File: src/rtl/br_recovery_ctrl.sv
// Commit-time branch misprediction recovery sequencer: tracks the oldest
// mispredicted branch, flushes/redirects when it commits, then drains the frontend.
module br_recovery_ctrl #(
  parameter int ROB_IDX_W    = 5,
  parameter int DRAIN_CYCLES = 2
) (
  input  logic                 clk,
  input  logic                 rst,
  input  logic                 br_valid,
  input  logic [ROB_IDX_W-1:0] br_rob_id,
  input  logic                 br_miss_predict,
  input  logic [31:0]          br_target_address,
  input  logic [ROB_IDX_W-1:0] rob_head_id,
  input  logic                 rob_commit_valid,
  output logic                 mispredict_pending,
  output logic                 flush,
  output logic                 redirect_valid,
  output logic [31:0]          redirect_pc,
  output logic                 frontend_stall
);

  typedef enum logic [1:0] {IDLE, WAIT_COMMIT, FLUSH, DRAIN} state_t;

  localparam logic [3:0] DRAIN_LOAD = 4'(DRAIN_CYCLES);

  state_t                 state_q, state_d;
  logic [ROB_IDX_W-1:0]   pend_id_q, pend_id_d;
  logic [31:0]            pend_target_q, pend_target_d;
  logic [3:0]             drain_cnt_q, drain_cnt_d;

  logic                   mispredict;
  logic [ROB_IDX_W-1:0]   age_br;
  logic [ROB_IDX_W-1:0]   age_pend;

  // Modular subtraction at ROB_IDX_W bits gives the wrap-correct age directly.
  assign mispredict = br_valid && br_miss_predict;
  assign age_br     = br_rob_id - rob_head_id;
  assign age_pend   = pend_id_q - rob_head_id;

  always_comb begin
    state_d       = state_q;
    pend_id_d     = pend_id_q;
    pend_target_d = pend_target_q;
    drain_cnt_d   = drain_cnt_q;
    case (state_q)
      IDLE: begin
        if (mispredict) begin
          pend_id_d     = br_rob_id;
          pend_target_d = br_target_address;
          state_d       = WAIT_COMMIT;
        end
      end
      WAIT_COMMIT: begin
        // Commit wins: any same-cycle broadcast is younger and about to be squashed.
        if (rob_commit_valid && (rob_head_id == pend_id_q)) begin
          state_d = FLUSH;
        end else if (mispredict && (age_br < age_pend)) begin
          pend_id_d     = br_rob_id;
          pend_target_d = br_target_address;
        end
      end
      FLUSH: begin
        drain_cnt_d = DRAIN_LOAD;
        state_d     = DRAIN;
      end
      DRAIN: begin
        drain_cnt_d = drain_cnt_q - 4'd1;
        if (drain_cnt_q == 4'd1) state_d = IDLE;
      end
      default: state_d = IDLE;
    endcase
  end

  always_ff @(posedge clk) begin
    if (!rst) begin
      state_q       <= IDLE;
      pend_id_q     <= '0;
      pend_target_q <= '0;
      drain_cnt_q   <= '0;
    end else begin
      state_q       <= state_d;
      pend_id_q     <= pend_id_d;
      pend_target_q <= pend_target_d;
      drain_cnt_q   <= drain_cnt_d;
    end
  end

  assign mispredict_pending = (state_q == WAIT_COMMIT);
  assign flush              = (state_q == FLUSH);
  assign redirect_valid     = (state_q == FLUSH);
  assign redirect_pc        = (state_q == FLUSH) ? pend_target_q : 32'h0;
  assign frontend_stall     = (state_q == FLUSH) || (state_q == DRAIN);

endmodule

File: config.mk
export PLATFORM = sky130hd
export DESIGN_NAME = br_recovery_ctrl
export DESIGN_NICKNAME = d
export VERILOG_FILES = /design/src/rtl/br_recovery_ctrl.sv
export SDC_FILE = /design/constraint.sdc
export NUM_CORES = 1
export LEC_CHECK = 0
export ABC_AREA = 1
export CAP_MARGIN = 25
export CORE_MARGIN = 5
export CORE_UTILIZATION = 50
export CTS_BUF_LIST = sky130_fd_sc_hd__clkbuf_8 sky130_fd_sc_hd__clkbuf_16
export DETAILED_ROUTE_END_ITERATION = 10
export GPL_TIMING_DRIVEN = 0
export PLACE_DENSITY_LB_ADDON = 0.05
export SYNTH_ARGS = -nofsm -noshare
export SYNTH_HDL_FRONTEND = slang
export SYNTH_SLANG_ARGS = --single-unit
File: constraint.sdc
create_clock -name clk -period 4.94 [get_ports clk]
set_input_delay 0.494 -clock clk [delete_from_list [all_inputs] [get_ports clk]]
set_output_delay 0.494 -clock clk [all_outputs]
set_load 0.02 [all_outputs]
==> results by stage <==
Clocking:
- The number of clock sinks is 43.
- The number of clock buffers inserted by TritonCTS is 5.
- The H-tree was split into 2 levels.
- The clock tree root driver cell is sky130_fd_sc_hd__clkbuf_8.
- The clock tree buffer depth is 2.
- In this run the post-CTS setup repair buffer count came out at 0.
- Buffers inserted to repair hold after CTS numbered 0.
- The later pin in the worst-skew pair is clocked with a latency of 300 ps.
- Clock-pin slew was measured on the worst setup and hold paths at 90 ps.
- After clock tree synthesis, the repair step resized 0 gates.
- The clock tree from TritonCTS is yes.

Cells and area:
- In the layout the commonest cells are sky130_fd_sc_hd__inv_1 (93), sky130_fd_sc_hd__nand2_1 (89), sky130_fd_sc_hd__clkdlybuf4s50_1 (81), sky130_fd_sc_hd__nor2_1 (48), sky130_fd_sc_hd__a21oi_1 (44).
- The repair_antennas step left the layout with diodes totalling 0.
- The number of nets at the end of the flow is 581.
- The area growth from synthesis to final layout is 36.1%.
- Leaving out fill and tap cells, the most frequent cell in the layout is sky130_fd_sc_hd__inv_1.
- The number of standard cells in the final layout excluding fillers is 586.
- Cells with a size suffix above 1 make up 10.5% of the layout.

Min path:
- The tightest min-delay check is of the reg -> reg type.
- The worst hold path cell count is 2.

Global routing:
- The number of antenna violations at the first check in global routing is 0.
- Entering global routing, the biggest net connects 14 pins.
- The global-route congestion overflow total is 0.
- The wire length of the first global-routing pass is 11.7 mm.
- The overall routing resource usage is 19.1%.
- The number of global-route vias before repair is 2722.

Timing:
- The highest clock frequency the design can meet is 326 MHz.
- The minimum clock period is 3070 ps.
- The final number of hold-violating endpoints is 0.
- The final cycle utilization of the critical path is 62.1%.
- The final-report max-slew violation count is 0.
- The transition time of the tightest slew-check pin is 675 ps.
- In this run the tightest slew margin relative to its limit is 55.0%.
- The count of endpoints failing setup in the final report is 0.
- Setup repair after global routing left no endpoint under its margin.
- The worst hold margin is 487 ps.
- Between clock sinks in the finished design, the worst skew comes to 8.35 ps.
- Adding up every negative setup slack in the final design gives 0 ps.

Route:
- The DRC violation total after the first TritonRoute iteration is 82.
- After detailed routing, the number of remaining DRC violations is 0.
- Before antenna repair, the detailed router went through 4 iterations.
- Detailed routing inserted a total of 2757 vias.
- The wire length per cell is 11.5 µm.
- The total detailed-routing wirelength is 6.77 mm.
- The number of vias per cell after detailed routing is 4.70.
- Once detail routing completed, the nets flagged for antenna violations numbered 0.

Die:
- The starting density of the core is 51.7%.
- The number of cell rows is 27.
- The top-level I/O count is 83.
- The area enclosed by the die boundary is 7350 µm².
- The width of the die is 85.7 µm.
- The die height is 85.7 µm.
- In this run the standard cell core region covers 5540 µm².

Setup path:
- The critical path goes through clkdlybuf4s50_1 > ha_1 > inv_1 > fa_1 > nand3_1 > nand2_1 > xor2_1 > ha_1 > nand2_1 > inv_1 > a21oi_1 > nand3_2 > nand2_2 > buf_6 > buf_6 > nand3_2 > nand2_1 > nor2_1.
- The worst setup path is of the in -> reg kind.
- STA classifies the critical path startpoint as a primary input.
- The required time at the worst-slack endpoint is 5130 ps.
- The cell that appears most often on the critical path is sky130_fd_sc_hd__nand2_1.
- Along the worst path, the maximum fanout reaches 10.
- The nature of the critical path endpoint is a flop.
- The worst reg2reg path depth is 18.
- The worst path buffer plus inverter count is 5.
- Among cell families on the critical path, the largest total delay comes from buffers and inverters.
- The largest incremental delay on the critical path is 490 ps.
- For the worst setup path, the data arrival time is 3260 ps.
- The critical path's slowest cell is sky130_fd_sc_hd__clkdlybuf4s50_1.
- The cell depth of the worst setup path is 18.

Run status:
- The flow ran to the end, and the final reports show no timing, DRC or antenna violations.

Power:
- Across the VDD grid, the largest voltage drop is 220 µV.
- The power per cell area is 388 nW/µm².
- The analysis attributes to cell leakage a power of 0.00202 µW.

Yosys:
- The total standard cell area after synthesis is 2870 µm².
- The portion of the post-synthesis area used by sequential elements is 30.0%.
- The instance count of the mapped netlist is 425.
- A synthesized cell averages 6.74 µm².
- The area share of the largest cell type after synthesis is 30.0%.
- The cell taking the most area after synthesis is sky130_fd_sc_hd__dfxtp_1.
- The Yosys step of the flow raised 0 warnings.
- The netlist uses 23 different library cells.
- The count of state elements after synthesis is 43.
- By area the synthesized netlist is led by sky130_fd_sc_hd__dfxtp_1 (30%), sky130_fd_sc_hd__inv_1 (12%), sky130_fd_sc_hd__nand2_1 (12%), sky130_fd_sc_hd__nand3_2 (9.8%), sky130_fd_sc_hd__ha_1 (8.3%).
- Counting every net in the synthesized netlist gives 493.

Place:
- Including well taps, the total number of placed cells is 578.
- The HPWL after detailed placement is 5.25 mm.
- The count of buffers added on input and output ports is 81.
- The routability-driven placement congestion ratio is 0.848.

Job:
- The tool flagged a number of max-cap violations equal to 0.
-- metrics by stage --
stage	power [µW]	utilization [%]	setup WS, ps	cell area [µm²]
after floorplan	987	-	2290	2870
after global placement	1180	68.0	1570	3770
after detailed placement	1200	68.0	1550	3770
after CTS	1520	70.4	1850	3900
after global routing	1630	70.4	1590	3900
final	1510	70.4	1870	3900
-- worst reg2reg max path, cell delays in order, from the launching register on --
cell                      delay [ps]
sky130_fd_sc_hd__dfxtp_1         310
sky130_fd_sc_hd__inv_1            50
sky130_fd_sc_hd__ha_1            160
sky130_fd_sc_hd__inv_1            60
sky130_fd_sc_hd__fa_1            410
sky130_fd_sc_hd__nand3_1          90
sky130_fd_sc_hd__nand2_1          60
sky130_fd_sc_hd__xnor2_1         130
sky130_fd_sc_hd__ha_1            290
sky130_fd_sc_hd__nand2_1          90
sky130_fd_sc_hd__inv_1            40
sky130_fd_sc_hd__a21oi_1         210
sky130_fd_sc_hd__nand3_2         110
sky130_fd_sc_hd__nand2_2          90
sky130_fd_sc_hd__buf_6           150
sky130_fd_sc_hd__buf_6           170
sky130_fd_sc_hd__nand3_2          70
sky130_fd_sc_hd__nand2_1          90
sky130_fd_sc_hd__nor2_1           40
-- registers in the layout, summed over array words and instances, names as in the netlist --
signal,flops
pend_target_q,32
pend_id_q,5
drain_cnt_q,4
state_q,2
-- synth_stat cells (all sizes together) --
cell type  number
a21oi          44
a221oi          1
a22oi           1
buf            20
clkbuf          6
dfxtp          43
fa              2
ha             19
inv            92
nand2          91
nand3          43
nor2           48
nor3            2
o211a           1
o21ai           5
xnor2           4
xor2            3
-- layout make-up --
cell class,instances,area [µm²]
Sequential cell,43,861
Buffer,26,158
Clock buffer,5,68.8
Inverter,92,345
Tap cell,72,90.1
Multi-Input combinational cell,264,1500
Fill cell,495,1640
Clock inverter,3,63.8
Timing Repair Buffer,81,811
-- metal layers --
layer  vias to the layer above  wire, µm  part of all wire [%]  GRT usage [%]
met5                         -         0                     0              0
met4                         0        77                   1.1           5.32
met3                         6       348                   5.1           3.94
met2                        59      3210                    47           33.7
met1                      1233      3130                    46           23.5
li1                       1459         -                     -              -
-- where the power goes --
part,internal (µW),total [µW],switching [µW]
combinational,304,714,410
clock,200,323,123
sequential,429,475,45.9
total,934,1510,578
-- logic make-up (layout without fill, tap and decap cells) --
logic type      after synthesis  in the layout  share of synthesized area, %
xor+xnor                      7              7                          2.14
fa+ha+maj                    21             21                          9.69
flops                        43             43                          30.0
compound gates               52             52                          9.47
buf+inv                     118            207                          17.5
simple gates                184            184                          31.1
-- worst paths after layout --
path | slack [ps] | startpoint | to
max | 1870 | rob_head_id[0] | pend_target_q[26]$_SDFFE_PN0P_
min | 490 | pend_target_q[12]$_SDFFE_PN0P_ | pend_target_q[12]$_SDFFE_PN0P_
max reg2reg | 2230 | pend_id_q[0]$_SDFFE_PN0P_ | pend_target_q[26]$_SDFFE_PN0P_
min reg2reg | 490 | pend_target_q[12]$_SDFFE_PN0P_ | pend_target_q[12]$_SDFFE_PN0P_
Power figures use the tool's default switching activity.
